$ cat src/rtl/sd_resp_pkg.sv
// Shared types and constants for the SD block responder.
package sd_resp_pkg;

  typedef enum logic [2:0] {
    IDLE,
    ACK,
    RD_FETCH,
    RD_PUT,
    WR_ADDR,
    WR_STORE,
    DONE
  } state_e;

  localparam int SECTOR_BYTES = 512;
  localparam int IDX_W = 9;
  localparam logic [IDX_W-1:0] LAST_IDX =
    IDX_W'(SECTOR_BYTES - 1);

  function automatic logic [63:0] lba_bytes(
    input logic [31:0] lba
  );
    return {23'd0, lba, 9'd0};
  endfunction

endpackage

$ cat src/rtl/sd_resp_mount.sv
// Per-drive image size / read-only tables and
// the img_* mount notification outputs.
module sd_resp_mount
  import sd_resp_pkg::*;
#(
  parameter int NDRIVES = 2
) (
  input  logic                       CLK_VIDEO,
  input  logic                       reset,
  input  logic [NDRIVES-1:0]         mount_req_i,
  input  logic [63:0]                mount_size_i,
  input  logic                       mount_ro_i,
  output logic [NDRIVES-1:0][63:0]   size_o,
  output logic [NDRIVES-1:0]         ro_o,
  output logic [NDRIVES-1:0]         img_mounted_o,
  output logic [63:0]                img_size_o,
  output logic                       img_readonly_o
);

  logic [NDRIVES-1:0][63:0] size_q;
  logic [NDRIVES-1:0]       ro_q;
  logic [NDRIVES-1:0]       mnt_q;
  logic [63:0]              isz_q;
  logic                     iro_q;

  always_ff @(posedge CLK_VIDEO) begin
    if (reset) begin
      size_q <= '0;
      ro_q   <= '0;
      mnt_q  <= '0;
      isz_q  <= '0;
      iro_q  <= 1'b0;
    end else begin
      mnt_q <= mount_req_i;
      // descending walk so the lowest index lands last
      for (int i = NDRIVES - 1; i >= 0; i--) begin
        if (mount_req_i[i]) begin
          size_q[i] <= mount_size_i;
          ro_q[i]   <= mount_ro_i;
          isz_q     <= mount_size_i;
          iro_q     <= mount_ro_i;
        end
      end
    end
  end

  assign size_o         = size_q;
  assign ro_o           = ro_q;
  assign img_mounted_o  = mnt_q;
  assign img_size_o     = isz_q;
  assign img_readonly_o = iro_q;

endmodule

$ cat src/rtl/sd_block_responder.sv
// Host-side sector responder: arbitrates drive requests
// and streams 512-byte sectors between core and image memory.
module sd_block_responder
  import sd_resp_pkg::*;
#(
  parameter int NDRIVES = 2,
  parameter int DIN_LAT = 2,
  parameter int GAP     = 2,
  localparam int DW = (NDRIVES > 1) ? $clog2(NDRIVES) : 1
) (
  input  logic                   CLK_VIDEO,
  input  logic                   reset,
  input  logic [32*NDRIVES-1:0]  sd_lba,
  input  logic [NDRIVES-1:0]     sd_rd,
  input  logic [NDRIVES-1:0]     sd_wr,
  output logic [NDRIVES-1:0]     sd_ack,
  output logic [IDX_W-1:0]       sd_buff_addr,
  output logic [7:0]             sd_buff_dout,
  output logic                   sd_buff_wr,
  input  logic [8*NDRIVES-1:0]   sd_buff_din,
  input  logic [NDRIVES-1:0]     mount_req,
  input  logic [63:0]            mount_size,
  input  logic                   mount_ro,
  output logic [NDRIVES-1:0]     img_mounted,
  output logic [63:0]            img_size,
  output logic                   img_readonly,
  output logic                   mem_req,
  output logic                   mem_we,
  output logic [DW-1:0]          mem_drive,
  output logic [31:0]            mem_addr,
  output logic [7:0]             mem_wdata,
  input  logic                   mem_ready,
  input  logic [7:0]             mem_rdata
);

  logic [NDRIVES-1:0][63:0] size_w;
  logic [NDRIVES-1:0]       ro_w;

  sd_resp_mount #(.NDRIVES(NDRIVES)) u_mount (
    .CLK_VIDEO      (CLK_VIDEO),
    .reset          (reset),
    .mount_req_i    (mount_req),
    .mount_size_i   (mount_size),
    .mount_ro_i     (mount_ro),
    .size_o         (size_w),
    .ro_o           (ro_w),
    .img_mounted_o  (img_mounted),
    .img_size_o     (img_size),
    .img_readonly_o (img_readonly)
  );

  state_e             state_q;
  logic [NDRIVES-1:0] ack_q;
  logic [DW-1:0]      drv_q;
  logic               wr_q;
  logic [22:0]        lba_q;
  logic               oob_q;
  logic               ro_q;
  logic [IDX_W-1:0]   idx_q;
  logic [IDX_W-1:0]   idx_d;
  logic [IDX_W-1:0]   addr_q;
  logic [7:0]         dout_q;
  logic               bwr_q;
  logic               req_q;
  logic               we_q;
  logic [7:0]         wdat_q;
  logic [7:0]         cnt_q;

  logic               hit;
  logic [DW-1:0]      sel;
  logic               sel_wr;
  logic [31:0]        sel_lba;
  logic [63:0]        sel_size;
  logic               sel_ro;
  logic [7:0]         din_sel;

  always_comb begin
    hit      = 1'b0;
    sel      = '0;
    sel_wr   = 1'b0;
    sel_lba  = '0;
    sel_size = '0;
    sel_ro   = 1'b0;
    for (int i = NDRIVES - 1; i >= 0; i--) begin
      if (sd_rd[i] | sd_wr[i]) begin
        hit      = 1'b1;
        sel      = DW'(i);
        sel_wr   = !sd_rd[i];
        sel_lba  = sd_lba[32*i +: 32];
        sel_size = size_w[i];
        sel_ro   = ro_w[i];
      end
    end
  end

  always_comb begin
    din_sel = '0;
    for (int i = 0; i < NDRIVES; i++) begin
      if (drv_q == DW'(i)) din_sel = sd_buff_din[8*i +: 8];
    end
  end

  assign idx_d = idx_q + 1'b1;

  always_ff @(posedge CLK_VIDEO) begin
    if (reset) begin
      state_q <= IDLE;
      ack_q   <= '0;
      drv_q   <= '0;
      wr_q    <= 1'b0;
      lba_q   <= '0;
      oob_q   <= 1'b0;
      ro_q    <= 1'b0;
      idx_q   <= '0;
      addr_q  <= '0;
      dout_q  <= '0;
      bwr_q   <= 1'b0;
      req_q   <= 1'b0;
      we_q    <= 1'b0;
      wdat_q  <= '0;
      cnt_q   <= '0;
    end else begin
      unique case (state_q)
        IDLE: begin
          if (hit) begin
            state_q <= ACK;
            ack_q   <= NDRIVES'(1) << sel;
            drv_q   <= sel;
            wr_q    <= sel_wr;
            lba_q   <= sel_lba[22:0];
            oob_q   <= lba_bytes(sel_lba) >= sel_size;
            ro_q    <= sel_ro;
            idx_q   <= '0;
          end
        end
        ACK: begin
          cnt_q <= '0;
          if (wr_q) begin
            state_q <= WR_ADDR;
            addr_q  <= idx_q;
          end else begin
            state_q <= RD_FETCH;
            req_q   <= !oob_q;
            we_q    <= 1'b0;
          end
        end
        RD_FETCH: begin
          if (oob_q || mem_ready) begin
            req_q   <= 1'b0;
            dout_q  <= oob_q ? 8'h00 : mem_rdata;
            addr_q  <= idx_q;
            bwr_q   <= 1'b1;
            state_q <= RD_PUT;
          end
        end
        RD_PUT: begin
          bwr_q <= 1'b0;
          if (idx_q == LAST_IDX) begin
            state_q <= DONE;
            ack_q   <= '0;
            cnt_q   <= '0;
          end else begin
            idx_q   <= idx_d;
            req_q   <= !oob_q;
            state_q <= RD_FETCH;
          end
        end
        WR_ADDR: begin
          if (cnt_q == 8'(DIN_LAT - 1)) begin
            wdat_q  <= din_sel;
            req_q   <= !(oob_q || ro_q);
            we_q    <= 1'b1;
            state_q <= WR_STORE;
          end else begin
            cnt_q <= cnt_q + 8'd1;
          end
        end
        WR_STORE: begin
          // skipped stores fall straight through
          if (!req_q || mem_ready) begin
            req_q <= 1'b0;
            cnt_q <= '0;
            if (idx_q == LAST_IDX) begin
              state_q <= DONE;
              ack_q   <= '0;
            end else begin
              idx_q   <= idx_d;
              addr_q  <= idx_d;
              state_q <= WR_ADDR;
            end
          end
        end
        DONE: begin
          if (cnt_q == 8'(GAP - 1)) state_q <= IDLE;
          else cnt_q <= cnt_q + 8'd1;
        end
        default: state_q <= IDLE;
      endcase
    end
  end

  assign sd_ack       = ack_q;
  assign sd_buff_addr = addr_q;
  assign sd_buff_dout = dout_q;
  assign sd_buff_wr   = bwr_q;
  assign mem_req      = req_q;
  assign mem_we       = we_q;
  assign mem_drive    = drv_q;
  assign mem_addr     = {lba_q, idx_q};
  assign mem_wdata    = wdat_q;

endmodule

$ cat config.mk
export PLATFORM = sky130hd
export DESIGN_NAME = sd_block_responder
export DESIGN_NICKNAME = d
export VERILOG_FILES = /design/src/rtl/sd_resp_pkg.sv /design/src/rtl/sd_resp_mount.sv /design/src/rtl/sd_block_responder.sv
export SDC_FILE = /design/constraint.sdc
export NUM_CORES = 1
export LEC_CHECK = 0
export BUFFER_PORTS_ARGS = -buffer_cell sky130_fd_sc_hd__buf_2
export CAP_MARGIN = 10
export CORE_MARGIN = 2
export CORE_UTILIZATION = 50
export CTS_BUF_LIST = sky130_fd_sc_hd__clkbuf_2
export CTS_CLUSTER_SIZE = 12
export DETAILED_ROUTE_END_ITERATION = 8
export PLACE_DENSITY = 0.76
export SKIP_CTS_REPAIR_TIMING = 1
export SLEW_MARGIN = 10
export SYNTH_ARGS = -nofsm -noshare
export SYNTH_HDL_FRONTEND = slang
export SYNTH_SLANG_ARGS = --single-unit
$ cat constraint.sdc
create_clock -name CLK_VIDEO -period 5.9 [get_ports CLK_VIDEO]
set_clock_uncertainty 0.2 [all_clocks]
set_input_delay 1.18 -clock CLK_VIDEO [delete_from_list [all_inputs] [get_ports CLK_VIDEO]]
set_output_delay 1.18 -clock CLK_VIDEO [all_outputs]
set_load 0.1 [all_outputs]
# ---- Word-level counts from Yosys, hierarchy flattened
# Index checks and enable logic that the tools add are counted.
dict set report op_classes {
  n_addsub 2
  order_cmp 1
  eq_ne 19
  shift 1
  n_mux 54
  bitwise 2
  reduce_logical 27
}
# operator n
set ops {}
lappend ops {{$mux W64} 4}
lappend ops {{$ge A41 B64 Y1} 1}
lappend ops {{$mux W32} 2}
lappend ops {{$mux W9} 7}
lappend ops {{$pmux W9 S3} 2}
lappend ops {{$mux W8} 5}
lappend ops {{$pmux W8 S4} 1}
lappend ops {{$ne A2 B2 Y1 const B} 11}
lappend ops {{$mux W3} 7}
lappend ops {{$pmux W3 S7} 1}
lappend ops {{$mux W1} 17}
lappend ops {{$reduce_and A5 Y1} 2}
lappend ops {{$add A9 B1 Y9 const B} 1}
lappend ops {{$eq A3 B3 Y1 const B} 3}
lappend ops {{$eq A9 B9 Y1 const B} 1}
lappend ops {{$add A8 B1 Y8 const B} 1}
lappend ops {{$eq A8 B1 Y1 const B} 1}
lappend ops {{$mux W2} 4}
lappend ops {{$reduce_and A2 Y1} 4}
lappend ops {{$eq A3 B2 Y1 const B} 2}
lappend ops {{$pmux W2 S3} 1}
lappend ops {{$reduce_and A3 Y1} 2}
lappend ops {{$reduce_and A6 Y1} 1}
lappend ops {{$reduce_bool A2 Y1} 3}
lappend ops {{other kinds (13)} 22}
dict set report totals {
  register_bits 274
  inputBits 162
  out_inout_bits 130
  wordCells 128
}

# ---- Depth between registers and ports, before layout
dict set report logic_depth {
  ltp_word 6
  mapped_depth 13
  depth_no_buf 11
}

# ---- Modules after synthesis
# A second synthesis with hierarchy kept.
dict set report hier_totals {
  hier_cells 1329
  area_unflattened_um2 12304.3
}
# mod instances cells_each area_each_um2 seq_area_each_um2
set by_module_without_submodules {}
lappend by_module_without_submodules {sd_resp_mount 1 718 7367.1 3943.8}
lappend by_module_without_submodules {sd_block_responder 1 611 4937.2 1541.5}

# ---- Worst setup path after synthesis
# OpenSTA, ideal clock, no wires.
dict set report synth_path {
  kind {input port to flip-flop}
  start {input sd_wr[0]}
  end {register oob_q}
  setup_ps 133
  t_arrival_ps 3393
  required_time_ps 5567
  path_slack_ps 2175
  cell_stages 12
  path_buffers 3
  cell_sequence {or2_1 clkbuf_1 nor2_1 buf_2 buf_1 a22oi_1 ha_1 a21o_1 a21o_1 a221oi_1 a211o_1 a31oi_1}
}
dict set report synth_via {
  elab_chain_len 3
  elab_cells_between_ends 6
  cone_classes {order compare (1); mux (3); bitwise (1); reduce/logical (1)}
}
# item line
set synth_rtl {}
lappend synth_rtl {{from (decl)} sd_block_responder.sv:15} ;# input logic [NDRIVES-1:0] sd_wr,
lappend synth_rtl {{$or A1 B1 Y1 *} sd_block_responder.sv:85} ;# if (sd_rd[i] | sd_wr[i]) begin
lappend synth_rtl {{$mux W32 (tied with other cells)} sd_block_responder.sv:85}
lappend synth_rtl {{$ge A41 B64 Y1 or $reduce_and A2 Y1 (tied branches)} -}
lappend synth_rtl {{to (signal assigned)} sd_block_responder.sv:131} ;# oob_q <= lba_bytes(sel_lba) >= sel_size;
lappend synth_rtl {{to (decl)} sd_block_responder.sv:57} ;# logic oob_q;
# Every way passes the cells marked *; elsewhere a longest branch is shown, timed or not.
# A chain may end at the register's enable or synchronous reset.

# ---- Worst setup path after layout
# Same ends and word-level chain as after synthesis.

==> impl_metrics.tcl <==
set metrics [dict create \
    status "complete, no violations" \
    slew_headroom 0.161 \
    drive_gt1_frac 0.264 \
    min_period_ns 3.58 \
    drc 0 \
    cts_made_buffers 71 \
    avgSynthCellArea_um2 9.03 \
    dp.cells 1814 \
    p_per_area_mw_per_mm2 314 \
    rsz0062_at_grt "false" \
    die_w_um 157 \
    dieArea_mm2 0.0246 \
    fin_setup_tns_ns 0 \
    end_kind "flop" \
    grt_max_degree 134 \
    yosys_register_bits 274 \
    final_util 0.607 \
    cts_buffer_depth 3 \
    synth_cells 1291 \
    synth_cell_types 60 \
    grt_pass1_vias 9897 \
    globalRouteMet2Util 0.401 \
    dr.pass1.iters 5 \
    drv_cap 0 \
    slew_viol_final 0 \
    vias 10300 \
    tightest_slew_ns 1.26 \
    root_buffer "clkbuf_2" \
    instances_no_fill 1929 \
    holdCritPathClass "flop to flop" \
    setup_viol 0 \
    postRouteWirelength_um 31300 \
    postSynthNetCount 1489 \
    core_mm2 0.0228 \
    start_util 0.512 \
    antenna_found_initial 6 \
    io_buffers 291 \
    clock_sinks 274 \
    nNetsFinal 1772 \
    fmax_mhz 279 \
    worstPathRequired_ns 6.35 \
    syn_to_final_growth_pct 18.5 \
    drtIter0Drc 645 \
    wl_per_cell_um 16.2 \
    synth_warnings 0 \
    grt.overflow.total 0 \
    p_leak_uw 0.00659 \
    use_met1 0.323 \
    synth_flop_cell "dfxtp_1" \
    grt_pass1_wl_um 49600 \
    ios 292 \
    dp_hpwl_um 21600 \
    whs_ns 0.250 \
    clock_latency_ns 0.81 \
    gr-usage-met3 0.0684 \
    track_usage 0.252 \
    gp_congestion 0.929 \
    timing.final.crit_share 0.607 \
    routed_via_density 5.36 \
    ant_nets 0 \
    h-tree-depth 3 \
    tritoncts "yes" \
    ir_drop_mv 0.186 \
    critPathArrivalTime_ns 4.03 \
    clk_pin_slew_ns 0.09 \
    synth_edf_count 0 \
    async_reset_ff_frac 0 \
    worst-path-max-fanout 44 \
    syn_area_mm2 0.0117 \
    startpoint_type "input port" \
    hold_violations 0 \
    row_count 55 \
    ys_seq_area_frac 0.470 \
    top_usage_layer "met2" \
    fp.dieH_um 157 \
    path_class "input port to flop" \
]
[metal layers]
| layer | wire length [um] | share of wire |
|---|---|---|
| met2 | 14300 | 0.46 |
| met3 | 2490 | 0.080 |
| met1 | 13700 | 0.44 |
| met4 | 793 | 0.025 |
| met5 | 14 | 0.00045 |
[where the power goes]
part           total [uW]  internal (uW)  switching (uW)
Clock                1230            499             733
Sequential           2050           1970            81.2
Combinational        1060            285             772
Total                4340           2750            1590
[sequential cells by signal (all words and copies together), names as in the netlist]
signal	flops
sd_buff_addr	9
u_mount.img_size_o	64
u_mount.img_mounted_o	2
sd_ack	2
wr_q	1
oob_q	1
mem_we	1
mem_req	1
u_mount.size_o	128
mem_drive	1
mem_wdata	8
lba_q	23
idx_q	9
ro_q	1
state_q	3
sd_buff_dout	8
cnt_q	8
sd_buff_wr	1
u_mount.img_readonly_o	1
u_mount.ro_o	2
[synthesized netlist by cell type, drive strengths merged (9+ instances only)]
library cell,number,area share
nand2,152,0.049
o21ai,15,0.0068
buf,29,0.013
a21oi,108,0.047
nor3,9,0.0048
clkbuf,62,0.020
dfxtp,274,0.47
nor2,226,0.073
ha,36,0.039
mux2i,163,0.14
inv,10,0.0032
nand4,11,0.0059
a22o,32,0.024
a211oi,9,0.0062
nand3,15,0.0064
nand3b,10,0.0075
a22oi,36,0.023
nor4,14,0.0075
[worst paths after layout]
kind	start	end	slack (ns)	cells past startpoint
worst max-delay path	sd_wr[0]	oob_q$_SDFFE_PP0P_	2.32	11
worst min-delay path	u_mount.img_size_o[20]$_SDFFE_PP0P_	u_mount.img_size_o[20]$_SDFFE_PP0P_	0.25	2
worst max register to register	state_q[0]$_SDFFE_PP0P_	oob_q$_SDFFE_PP0P_	2.79	5
worst min register to register	u_mount.img_size_o[20]$_SDFFE_PP0P_	u_mount.img_size_o[20]$_SDFFE_PP0P_	0.25	2
[critical path, stage by stage]
cell and delay (ns):
buf_2 0.11, or2_2 0.35, nor2_4 0.84, buf_4 0.34, a22oi_1 0.11, ha_1 0.34, a21oi_1 0.14, o21ai_0 0.09
a221oi_1 0.26, a211o_1 0.17, a31oi_1 0.08
[layout by cell type (no fill, tap or decap), types with 15 or more instances in the layout]
cell type	Yosys	final
buf_2	15	288
mux2i_1	163	163
dfxtp_1	274	274
clkbuf_2	0	104
nor2_1	225	223
a22o_1	32	32
nand2_1	152	152
ha_1	36	36
nand3_1	15	15
a22oi_1	36	36
a21oi_1	107	107
[metrics by stage]
stage	setup WS, ns	power, uW	area (um2)
after floorplan	2.17	2910	11700
after global placement	1.61	3130	13200
after detailed placement	1.53	3140	13200
after CTS	2.41	4380	13800
after global routing	2.13	4560	13800
final	2.32	4340	13800
[cell type report]
cell class | count | area (um2)
tap | 313 | 392
sequential | 274 | 5490
inverter | 10 | 37.5
fill | 2051 | 8960
clock buffer | 104 | 520
antenna | 5 | 12.5
clock inverter | 6 | 48.8
multi-input combinational | 916 | 5780
timing repair buffer | 301 | 1550
[cells by family (layout without fill, tap and decap cells)]
family / Yosys count / in the layout / share of synthesized area
xor gates and xnor gates: 14 / 14 / 0.0105
and+or+nand+nor: 469 / 469 / 0.173
muxes: 163 / 163 / 0.140
adders and majority gates: 36 / 36 / 0.0386
DFF: 274 / 274 / 0.470
AOI/OAI and AO/OA: 234 / 234 / 0.131
buffers and inverters: 101 / 421 / 0.0364
other: 0 / 5 / 0
Power figures use the tool's default switching activity.
